File: config.mk
export PLATFORM = sky130hd
export DESIGN_NAME = orientation_scheduler
export DESIGN_NICKNAME = d
export VERILOG_FILES = /design/src/rtl/orientation_scheduler.sv
export SDC_FILE = /design/constraint.sdc
export NUM_CORES = 1
export LEC_CHECK = 0
export CAP_MARGIN = 20
export CORE_ASPECT_RATIO = 2
export CORE_UTILIZATION = 30
export CTS_BUF_LIST = sky130_fd_sc_hd__clkbuf_8
export CTS_CLUSTER_DIAMETER = 120
export CTS_CLUSTER_SIZE = 8
export DETAILED_ROUTE_END_ITERATION = 6
export GPL_TIMING_DRIVEN = 0
export HOLD_SLACK_MARGIN = 0.03
export PLACE_DENSITY = 0.44
export SETUP_SLACK_MARGIN = 0.05
export SLEW_MARGIN = 20
export SYNTH_ARGS = -nofsm -noshare
export SYNTH_HDL_FRONTEND = slang
export SYNTH_SLANG_ARGS = --single-unit
File: constraint.sdc
create_clock -name clk_in -period 3.6 [get_ports clk_in]
set_input_delay 0.72 -clock clk_in [delete_from_list [all_inputs] [get_ports clk_in]]
set_output_delay 0.72 -clock clk_in [all_outputs]
set_load 0.05 [all_outputs]
File: src/rtl/orientation_scheduler.sv
// Walks a (2R+1)^2 window around each keypoint through the gradient_orientation
// unit, builds an 8-bin histogram of the returned bins and reports its argmax.
module orientation_scheduler #(
  parameter int WIDTH  = 64,
  parameter int HEIGHT = 64,
  parameter int RADIUS = 2,
  localparam int X_W   = $clog2(WIDTH),
  localparam int Y_W   = $clog2(HEIGHT),
  localparam int CNT_W = $clog2((2*RADIUS+1)*(2*RADIUS+1)+1)
) (
  input  logic             clk_in,
  input  logic             rst_n_in,
  input  logic [X_W-1:0]   kp_x,
  input  logic [Y_W-1:0]   kp_y,
  input  logic             kp_valid,
  output logic             kp_ready,
  output logic [X_W-1:0]   orient_center_x,
  output logic [Y_W-1:0]   orient_center_y,
  output logic             orient_valid_in,
  input  logic             orient_valid_out,
  input  logic [2:0]       orient_bin,
  output logic             valid_out,
  output logic [2:0]       dominant_bin,
  output logic [CNT_W-1:0] peak_count,
  output logic             busy
);

  typedef enum logic [2:0] {S_IDLE, S_ISSUE, S_WAIT, S_FIND_MAX, S_DONE} state_t;

  localparam logic signed [X_W:0] R_X     = (X_W+1)'(RADIUS);
  localparam logic signed [Y_W:0] R_Y     = (Y_W+1)'(RADIUS);
  localparam logic signed [X_W:0] ONE_X   = (X_W+1)'(1);
  localparam logic signed [Y_W:0] ONE_Y   = (Y_W+1)'(1);
  localparam logic [X_W:0]        WIDTH_L  = (X_W+1)'(WIDTH);
  localparam logic [Y_W:0]        HEIGHT_L = (Y_W+1)'(HEIGHT);

  state_t              r_state, w_next;
  logic [X_W-1:0]      r_kp_x;
  logic [Y_W-1:0]      r_kp_y;
  logic signed [X_W:0] r_dx;
  logic signed [Y_W:0] r_dy;
  logic [CNT_W-1:0]    r_hist [8];
  logic [2:0]          r_bin_idx;
  logic [2:0]          r_max_bin;
  logic [CNT_W-1:0]    r_max_cnt;
  logic [X_W-1:0]      r_center_x;
  logic [Y_W-1:0]      r_center_y;
  logic                r_valid_in;
  logic                r_valid_out;
  logic [2:0]          r_dominant_bin;
  logic [CNT_W-1:0]    r_peak_count;

  logic signed [X_W:0] w_px;
  logic signed [Y_W:0] w_py;
  logic                w_in_img;
  logic                w_last;
  logic                w_issue;
  logic                w_advance;
  logic                w_take;
  logic [2:0]          w_new_bin;
  logic [CNT_W-1:0]    w_new_cnt;

  // Coordinates are one bit wider than the image so negative offsets show up as a set sign bit.
  assign w_px      = $signed({1'b0, r_kp_x}) + r_dx;
  assign w_py      = $signed({1'b0, r_kp_y}) + r_dy;
  assign w_in_img  = !w_px[X_W] && ($unsigned(w_px) < WIDTH_L) &&
                     !w_py[Y_W] && ($unsigned(w_py) < HEIGHT_L);
  assign w_last    = (r_dx == R_X) && (r_dy == R_Y);
  assign w_take    = r_hist[r_bin_idx] > r_max_cnt;
  assign w_new_bin = w_take ? r_bin_idx : r_max_bin;
  assign w_new_cnt = w_take ? r_hist[r_bin_idx] : r_max_cnt;

  assign kp_ready        = (r_state == S_IDLE);
  assign busy            = (r_state != S_IDLE);
  assign orient_center_x = r_center_x;
  assign orient_center_y = r_center_y;
  assign orient_valid_in = r_valid_in;
  assign valid_out       = r_valid_out;
  assign dominant_bin    = r_dominant_bin;
  assign peak_count      = r_peak_count;

  // Next-state and per-cycle control decode.
  always_comb begin
    w_next    = r_state;
    w_issue   = 1'b0;
    w_advance = 1'b0;
    case (r_state)
      S_IDLE: begin
        if (kp_valid) w_next = S_ISSUE;
        else          w_next = S_IDLE;
      end
      S_ISSUE: begin
        if (w_in_img) begin
          w_issue = 1'b1;
          w_next  = S_WAIT;
        end else begin
          w_advance = 1'b1;
          w_next    = w_last ? S_FIND_MAX : S_ISSUE;
        end
      end
      S_WAIT: begin
        if (orient_valid_out) begin
          w_advance = 1'b1;
          w_next    = w_last ? S_FIND_MAX : S_ISSUE;
        end else begin
          w_next = S_WAIT;
        end
      end
      S_FIND_MAX: begin
        if (r_bin_idx == 3'd7) w_next = S_DONE;
        else                   w_next = S_FIND_MAX;
      end
      S_DONE:  w_next = S_IDLE;
      default: w_next = S_IDLE;
    endcase
  end

  // State register.
  always_ff @(posedge clk_in or negedge rst_n_in) begin
    if (!rst_n_in) r_state <= S_IDLE;
    else            r_state <= w_next;
  end

  // Window walk, histogram accumulation, argmax scan and result registers.
  always_ff @(posedge clk_in or negedge rst_n_in) begin
    if (!rst_n_in) begin
      r_kp_x         <= '0;
      r_kp_y         <= '0;
      r_dx           <= '0;
      r_dy           <= '0;
      r_bin_idx      <= 3'd0;
      r_max_bin      <= 3'd0;
      r_max_cnt      <= '0;
      r_center_x     <= '0;
      r_center_y     <= '0;
      r_valid_in     <= 1'b0;
      r_valid_out    <= 1'b0;
      r_dominant_bin <= 3'd0;
      r_peak_count   <= '0;
      for (int i = 0; i < 8; i++) r_hist[i] <= '0;
    end else begin
      r_valid_in  <= w_issue;
      r_valid_out <= 1'b0;
      if (w_issue) begin
        r_center_x <= w_px[X_W-1:0];
        r_center_y <= w_py[Y_W-1:0];
      end
      if (w_advance) begin
        if (r_dx == R_X) begin
          r_dx <= -R_X;
          r_dy <= r_dy + ONE_Y;
        end else begin
          r_dx <= r_dx + ONE_X;
        end
      end
      case (r_state)
        S_IDLE: begin
          if (kp_valid) begin
            r_kp_x    <= kp_x;
            r_kp_y    <= kp_y;
            r_dx      <= -R_X;
            r_dy      <= -R_Y;
            r_bin_idx <= 3'd0;
            r_max_bin <= 3'd0;
            r_max_cnt <= '0;
            for (int i = 0; i < 8; i++) r_hist[i] <= '0;
          end
        end
        S_WAIT: begin
          if (orient_valid_out) r_hist[orient_bin] <= r_hist[orient_bin] + CNT_W'(1);
        end
        S_FIND_MAX: begin
          // Strict compare keeps the lowest index on ties; the final step feeds the outputs directly.
          r_max_bin <= w_new_bin;
          r_max_cnt <= w_new_cnt;
          r_bin_idx <= r_bin_idx + 3'd1;
          if (r_bin_idx == 3'd7) begin
            r_dominant_bin <= w_new_bin;
            r_peak_count   <= w_new_cnt;
            r_valid_out    <= 1'b1;
          end
        end
        default: ;
      endcase
    end
  end

endmodule

# Word level (Yosys, flattened, before mapping)
# Cells that the tools add are included.
[word_totals]
reg_bits = 102
in_bits = 19
out_inout_bits = 24
word_cells = 99
[classes]
add_sub_neg = 6
magnitude_cmp = 6
eq_ne = 8
muxes = 40
bitwise_logic = 2
n_reduce_logical = 15
[op_table]
columns = ["cell", "count"]
rows = [
  ["two-way mux 40 bit", 2],
  ["case mux 40 bit (2 select lines)", 1],
  ["two-way mux 7 bit", 8],
  ["bitwise mux 40 bit", 1],
  ["two-way mux 5 bit", 7],
  ["binary-select mux 5 bit (select 3 bit)", 2],
  ["demux 5 bit (select 3 bit)", 1],
  ["adder 7 x 2 -> 7 bit (second input constant)", 2],
  ["adder 7 bit", 2],
  ["equality test 7 x 3 -> 1 bit (second input constant)", 2],
  ["< comparator 7 bit (second input constant)", 2],
  ["case mux 3 bit (2 select lines)", 2],
  ["case mux 3 bit (4 select lines)", 1],
  ["case mux 5 bit (2 select lines)", 1],
  ["two-way mux 3 bit", 3],
  [">= comparator 4 bit (second input constant)", 2],
  ["inverter 3 -> 4 bit", 2],
  ["two-way mux 1 bit", 7],
  ["equality test 3 x 2 -> 1 bit (second input constant)", 2],
  ["two-way mux 2 bit", 3],
  ["AND reduction 2 bit", 3],
  ["adder 5 x 1 -> 5 bit (second input constant)", 1],
  ["greater-than comparator 5 bit", 1],
  ["logical AND 1 bit", 5],
  ["other kinds (11)", 14],
]

# Depth between registers and ports, before layout
# Gate-level depths: netlist of the first run.
[depth]
ltp_word = 10
mapped_depth = 12

# Least setup slack after synthesis of the first run
# Ideal clock, no wire load.
[synth_path]
kind = "reg-to-reg"
start = "register r_bin_idx[0]"
end = "register r_max_bin[0]"
setup_time_ns = 0.122
arrival_time_ns = 3.044
path_slack_ns = 0.434
stages_incl_launch_ff = 13
path_buffers = 3
period_less_slack_ns = 3.166
path_cell_list = "dfrtp_1 buf_2 buf_2 mux4_2 mux2_2 ha_1 nand3_1 a21oi_1 a211oi_1 nor2_1 buf_1 o21ai_0 a32o_1"
[synth_between]
elab_chain_len = 7
[synth_lines]
columns = ["item", "line_no", "text"]
rows = [
  ["from (decl)", "43", "logic [2:0] r_bin_idx;"],
  ["from (signal assigned)", "176", "r_bin_idx <= r_bin_idx + 3'd1;"],
  ["inverter 3 -> 4 bit (implied by the code)", "69", "assign w_take = r_hist[r_bin_idx] > r_max_cnt;"],
  ["binary-select mux 5 bit (select 3 bit)", "69", ""],
  ["two-way mux 5 bit (implied by the code) (2 in a row)", "69", ""],
  ["greater-than comparator 5 bit", "69", ""],
  ["two-way mux 3 bit *", "70", "assign w_new_bin = w_take ? r_bin_idx : r_max_bin;"],
  ["case mux 3 bit (2 select lines) *", "156", "case (r_state)"],
  ["to (signal assigned)", "174", "r_max_bin <= w_new_bin;"],
  ["to (decl)", "44", "logic [2:0] r_max_bin;"],
]
# Mark *: on every way between the ends. The rest lies on a longest branch, timed or not. The select of a mux whose other input is x is not followed.
# A chain may end at the register's enable or synchronous reset.

# Worst setup path in the final report of the first run
[layout_path]
start = "register r_bin_idx[0]"
end = "register r_peak_count[3] (netlist: peak_count[3])"
[layout_between]
elab_chain_len = 6
[layout_lines]
columns = ["item", "line_no", "text"]
rows = [
  ["inverter 3 -> 4 bit (implied by the code)", "69, 71", ""],
  ["binary-select mux 5 bit (select 3 bit)", "69, 71", ""],
  ["two-way mux 5 bit (implied by the code) (2 in a row)", "69, 71", ""],
  ["greater-than comparator 5 bit", "69", ""],
  ["two-way mux 5 bit", "71", "assign w_new_cnt = w_take ? r_hist[r_bin_idx] : r_max_cnt;"],
  ["to (signal assigned)", "179", "r_peak_count <= w_new_cnt;"],
  ["to (decl)", "51", "logic [CNT_W-1:0] r_peak_count;"],
]
# Several ways; a longest one is shown, not always the timed one. The select of a mux whose other input is x is not followed.

==> metrics.txt, run 1 <==
Hold/Removal Path Class input pin to asynchronous set/reset pin; largest family of logic cells by synthesized area simple AND/OR/NAND/NOR gates; share of the synthesized area in the top cell type between 40% and 50%; GPL Wtd Cong 0.847; Startpoint Class flip-flop; fill count 2000; worst hold slack ~230 ps; Vias 4771; synthesized net count 636; final cell count without fillers about 910; synth unique cells 65; register bit total from synthesis between 100 and 150; # rows between 70 and 80; most frequent cells in the layout nand2_1, dfrtp_1, o21ai_0; diode count 0; Tcrit/Tclk final 92.9%; Power Density a little over 700 nW/um^2; chip height between 150 and 200 um; status finished, final reports clean; simple logic cell fraction of the synthesized area 17.4%; CTS tree done; die area around 20000 um^2; Syn-to-layout area delta 17.0%; vias in the first global route 5141; initial antenna violation count 0; critical path capture point type flip-flop; worst vdd ir between 400 and 500 uV; R2R Path End peak_count[3]; Clock Pin Slew Worst Setup and Hold Paths 120 ps; footprint of the multi-input gates between 3000 and 4000 um^2; WL per Instance 19.7 um; number of synthesized flops with an enable pin 0; worst-margin pin slew about 1000 ps; Final Setup Violations 0; Critical Path RT 3870 ps; Reg2Reg Setup Slack roughly 260 ps; reg-to-reg startpoint r_bin_idx[0]; Root Buffer clkbuf_8; Lkg Pwr 2.95 nW; compound-gate portion of the synthesized area 16.6%; HPWL Detailed ~14 mm; post-synthesis sequential area ratio a little over two fifths; iteration count of the initial detailed-routing pass 4; cells after synthesis approximately 600; Arr. time, crit path ~3600 ps; H-tree depth 3; Max FO, Critical Path 10; Placed Instances 892; ys async rst share between 90% and 100%; post-route ant nets 0; via/cell ratio ~5.3; Synth warnings 0; total grt overflow 0; Top Ports 43; Synth Area in XOR/XNOR about 1.6%; max-slew violation count 0; Die X ~100 um; Reg2Reg Depth 12; commonest non-fill, non-tap cell in the layout nand2_1; Initial Util 30.4%; average footprint of a synthesized cell about 9.9 um^2; maximum clock insertion buffer count 2; final net count approximately 700; cts hold-fix bufs 0; Post-synth top flop dfrtp_1; CTS Buf Count 9; mapped cell area a little under 6000 um^2; Core Area roughly 19000 um^2; multiplexer share of the synthesized area around a tenth; final WL between 15 and 20 mm; layout cells sized above 1 a little under an eighth; endpoints failing hold 0; All-Layer GR Usage 19.3%; worst skew pair latency a little over 400 ps; Reg area 2550 um^2; # clock sinks 102; Min Clock Period, post-route ~3300 ps; worst setup path startpoint r_bin_idx[0]; Synth Area in Adders approximately 5.8%; Fmax between 200 and 300 MHz; Max Cap Violations 0; top post-synthesis cells by area dfrtp_1, nand2_1, ha_1; Setup Crit Path Kind flip-flop to flip-flop; clock skew 21.2 ps; RSZ-0062 raised after global routing false; biggest area consumer among synthesized cells dfrtp_1; PortBufs 41; largest net degree at the start of global routing between 50 and 60; # DRC 0; number of DRC markers in iteration 0 approximately 210; first-pass GRT wire length about 29 mm; Worst slew margin roughly 29%
[flip-flops by register name, indices dropped and copies added (netlist names), 3 cells and up]
name,count
r_kp_x,6
r_max_cnt,5
dominant_bin,3
r_dx,7
r_state,3
peak_count,5
orient_center_x,6
r_max_bin,3
r_dy,7
r_hist,40
r_kp_y,6
r_bin_idx,3
orient_center_y,6
[logic make-up (layout without fill, tap and decap cells)]
| logic type | Yosys count | after routing |
|---|---|---|
| simple gates | 210 | 210 |
| compound gates | 145 | 145 |
| flops | 102 | 102 |
| buf+inv | 55 | 113 |
| mux | 44 | 44 |
| fa+ha+maj | 26 | 26 |
| xor+xnor | 9 | 9 |
[cell type report]
type | count | area share, %
plain buffers | 29 | 2.57
clock buffers | 9 | 1.81
clock inverters | 7 | 1.17
inverters | 26 | 1.42
multi-input cells | 434 | 44.7
flip-flops and latches | 102 | 37.2
well taps | 259 | 4.73
repair buffers | 42 | 6.41
[critical path: stages, from the launching register on]
cell      delay [ps]
dfrtp_1          370
clkbuf_4         230
buf_6            210
mux4_2           530
mux2_2           360
ha_1             340
nand3_1          110
a21oi_1          170
a211oi_2          80
nor2_1           170
buf_4            230
mux2i_2          290
o21ai_0          110
[worst max path at each step]
stage	to	slack [ps]	cells after the start
finish	peak_count[3]	260	12
global route	peak_count[2]	80	12
CTS	r_max_bin[0]	70	12
detailed placement	r_max_cnt[3]	-280	12
global placement	r_kp_y[1]	-2430	1
floorplan	r_max_bin[0]	430	12
[metrics by stage]
stage	utilization, %	setup slack [ps]	setup TNS, ps	cell area (um^2)	total power [W]
after floorplan	-	434	0	5860	0.00333
final	35.6	255	0	6850	0.00495
after global placement	34.2	-2430	-248390	6600	0.00413
after global routing	35.6	75.8	0	6850	0.00530
after detailed placement	34.4	-278	-2490	6620	0.00416
after CTS	35.5	66.7	0	6840	0.00499
[routing by layer]
| layer | track usage [%] | wire (um) |
|---|---|---|
| met2 | 37.2 | 10200 |
| met5 | 0 | 0 |
| met1 | 19.0 | 6320 |
| met4 | 11.3 | 907 |
| met3 | 2.66 | 477 |
[what timing repair did]
item / CTS / global route
gates resized for setup: 4 / 7
setup buffers: 0 / 0
endpoints found under the setup margin: 12 / 12
[cell usage after synthesis (5+ instances only)]
library cell    n
nor2_1         21
nand2_1       107
nand3_1        19
mux4_2         10
buf_2           7
nor3_1         14
dfrtp_1       102
o21ai_1        11
ha_1           24
a211oi_1        6
mux2i_1        22
mux2_2          9
clkbuf_1       11
o21ai_0        49
inv_1          25
o2111ai_1       5
a21o_1          5
a22o_1         22
a21oi_1        22
nand2b_1        9
and3_1          6
[power by group]
part           internal [W]  switching [W]  total [W]
clock network      0.000332       0.000473   0.000805
registers           0.00138       0.000181    0.00156
logic              0.000916        0.00167    0.00259
Power figures use the tool's default switching activity.
==> run 2, diff against run 1 <==
- CORE_MARGIN: not set -> 2
- clock period: 3.6 -> 4.2 ns (I/O delays scaled with it)
==> run 2 against run 1 <==
Sequential share of layout area increased by 0.24 points. Global-route usage decreased by 0.72 points. Clock skew decreased by 2.3 ps. Final area decreased by 0.64%. Largest cell class unchanged. Sequential power decreased by 14%. Critical path type unchanged. Largest power group unchanged. Total power decreased by 16%.
==> metrics.txt, run 2 (synthesis results as in run 1) <==
Core Area just under 20000 um^2; top flop regs r_hist (40), r_dx (7), r_dy (7); Top Ports 43; final WL roughly 18 mm; initial antenna violation count 0; Reg area approximately 2600 um^2; diode count 0; status finished, final reports clean; H-tree depth 3; Hold/Removal Path Class input pin to asynchronous set/reset pin; WL per Instance roughly 20 um; Min Clock Period, post-route between 3000 and 4000 ps; Util after Layout roughly a third; most frequent cells in the layout nand2_1, dfrtp_1, o21ai_0; Setup Crit Path Kind flip-flop to flip-flop; chip height between 200 and 250 um; max-slew violation count 0; layout cells sized above 1 10.9%; Root Buffer clkbuf_8; worst slack, placed 369 ps; first-pass GRT wire length 28.6 mm; Max FO, Critical Path 10; CTS tree done; Fmax around 260 MHz; Initial Util slightly above 30%; endpoints failing hold 0; maximum clock insertion buffer count 2; via/cell ratio about 5.3; commonest non-fill, non-tap cell in the layout nand2_1; Critical Path RT 4500 ps; iteration count of the initial detailed-routing pass 5; worst setup path startpoint r_bin_idx[1]; most flop-heavy register r_hist; Largest register FFs 40; Tcrit/Tclk final 92.8%; largest net degree at the start of global routing 75; post-route ant nets 0; Clock Pin Slew Worst Setup and Hold Paths around 110 ps; reg-to-reg startpoint r_bin_idx[1]; number of DRC markers in iteration 0 roughly 200; Power Density between 600 and 700 nW/um^2; die area between 20000 and 25000 um^2; final net count between 600 and 700; cts hold-fix bufs 0; CTS Buf Count 9; Worst slew margin a little under a quarter; # rows 72; # clock sinks between 100 and 150; Die X 103 um; # DRC 0; Arr. time, crit path 4190 ps; RSZ-0062 raised after global routing false; worst-margin pin slew 1130 ps; worst vdd ir between 400 and 500 uV; footprint of the multi-input gates between 3000 and 4000 um^2; Syn-to-layout area delta 16.2%; Final Setup Violations 0; vias in the first global route around 5100; Max Cap Violations 0; PortBufs 41; critical path capture point type flip-flop; Vias 4794; fill count around 2000; clock skew between 15 and 20 ps; Startpoint Class flip-flop; GPL Wtd Cong 0.845; Resize count post-CTS 0; post-layout worst setup margin 303 ps; worst skew pair latency 410 ps; total grt overflow 0; Post-CTS Setup Bufs 0; Lkg Pwr 2.92 nW; HPWL Detailed about 14 mm; All-Layer GR Usage between 10% and 20%
run 2: cell types whose count changed in the layout (fill, tap and decap cells not counted), sizes merged:
| cell | previous run | this run |
|---|---|---|
| buf | 19 | 20 |
| clkbuf | 21 | 22 |
| clkinvlp | 1 | 3 |
| bufinv | 1 | 0 |
| inv | 29 | 27 |
| clkinv | 2 | 1 |
run 2: layout make-up:
type                       instances  area share [%]
buffer                            29            2.39
clock buffer                      11            2.22
clock inverter                     5           0.514
inverter                          26            1.43
multi-input combinational        434            44.8
sequential                       102            37.5
tap                              259            4.76
timing repair buffer              42            6.45
run 2: path summary, 6_finish.rpt:
path / to / slack, ps / cells past startpoint
worst min register to register: orient_center_y[1] / 490 / 2
worst min-delay path: r_hist[17] / 290 / 1
min in group clk_in: orient_center_y[1] / 490 / 2
max in group asynchronous: orient_center_x[4] / 3180 / 2
worst max register to register: r_max_bin[0] / 300 / 11
worst max-delay path: r_max_bin[0] / 300 / 11
run 2: power by group:
group / switching (W) / internal [W] / total (W)
Clock: 0.000379 / 0.000247 / 0.000626
Combinational: 0.00143 / 0.000769 / 0.00220
Sequential: 0.000156 / 0.00118 / 0.00134
Total: 0.00196 / 0.00220 / 0.00416
run 2: critical path: stages (launching register included):
cell and delay, ps:
dfrtp_1 510, buf_1 660, mux4_2 420, mux2_2 350
ha_1 320, nand3_1 100, a21oi_1 140, a211oi_1 90
nor2_1 170, buf_1 480, o21ai_0 270, a32o_1 260
run 2: metrics by stage:
| step | TNS (ps) | cells | hold slack [ps] | instance area (um^2) | total power (W) |
|---|---|---|---|---|---|
| 2_1_floorplan | 0 | 591 | 452 | 5860 | 0.00285 |
| 3_3_place_gp | -194250 | 891 | 472 | 6600 | 0.00354 |
| 3_5_place_dp | 0 | 892 | 474 | 6620 | 0.00356 |
| 4_1_cts | 0 | 908 | 298 | 6810 | 0.00421 |
| 5_1_grt | 0 | 908 | 301 | 6810 | 0.00446 |
| 6_report | 0 | 908 | 290 | 6810 | 0.00416 |
run 2: metal layers:
layer | share of wire, % | track usage (%)
met5 | 0 | 0
met4 | 6.7 | 12.5
met3 | 3.0 | 2.33
met2 | 57 | 34.7
met1 | 34 | 18.1
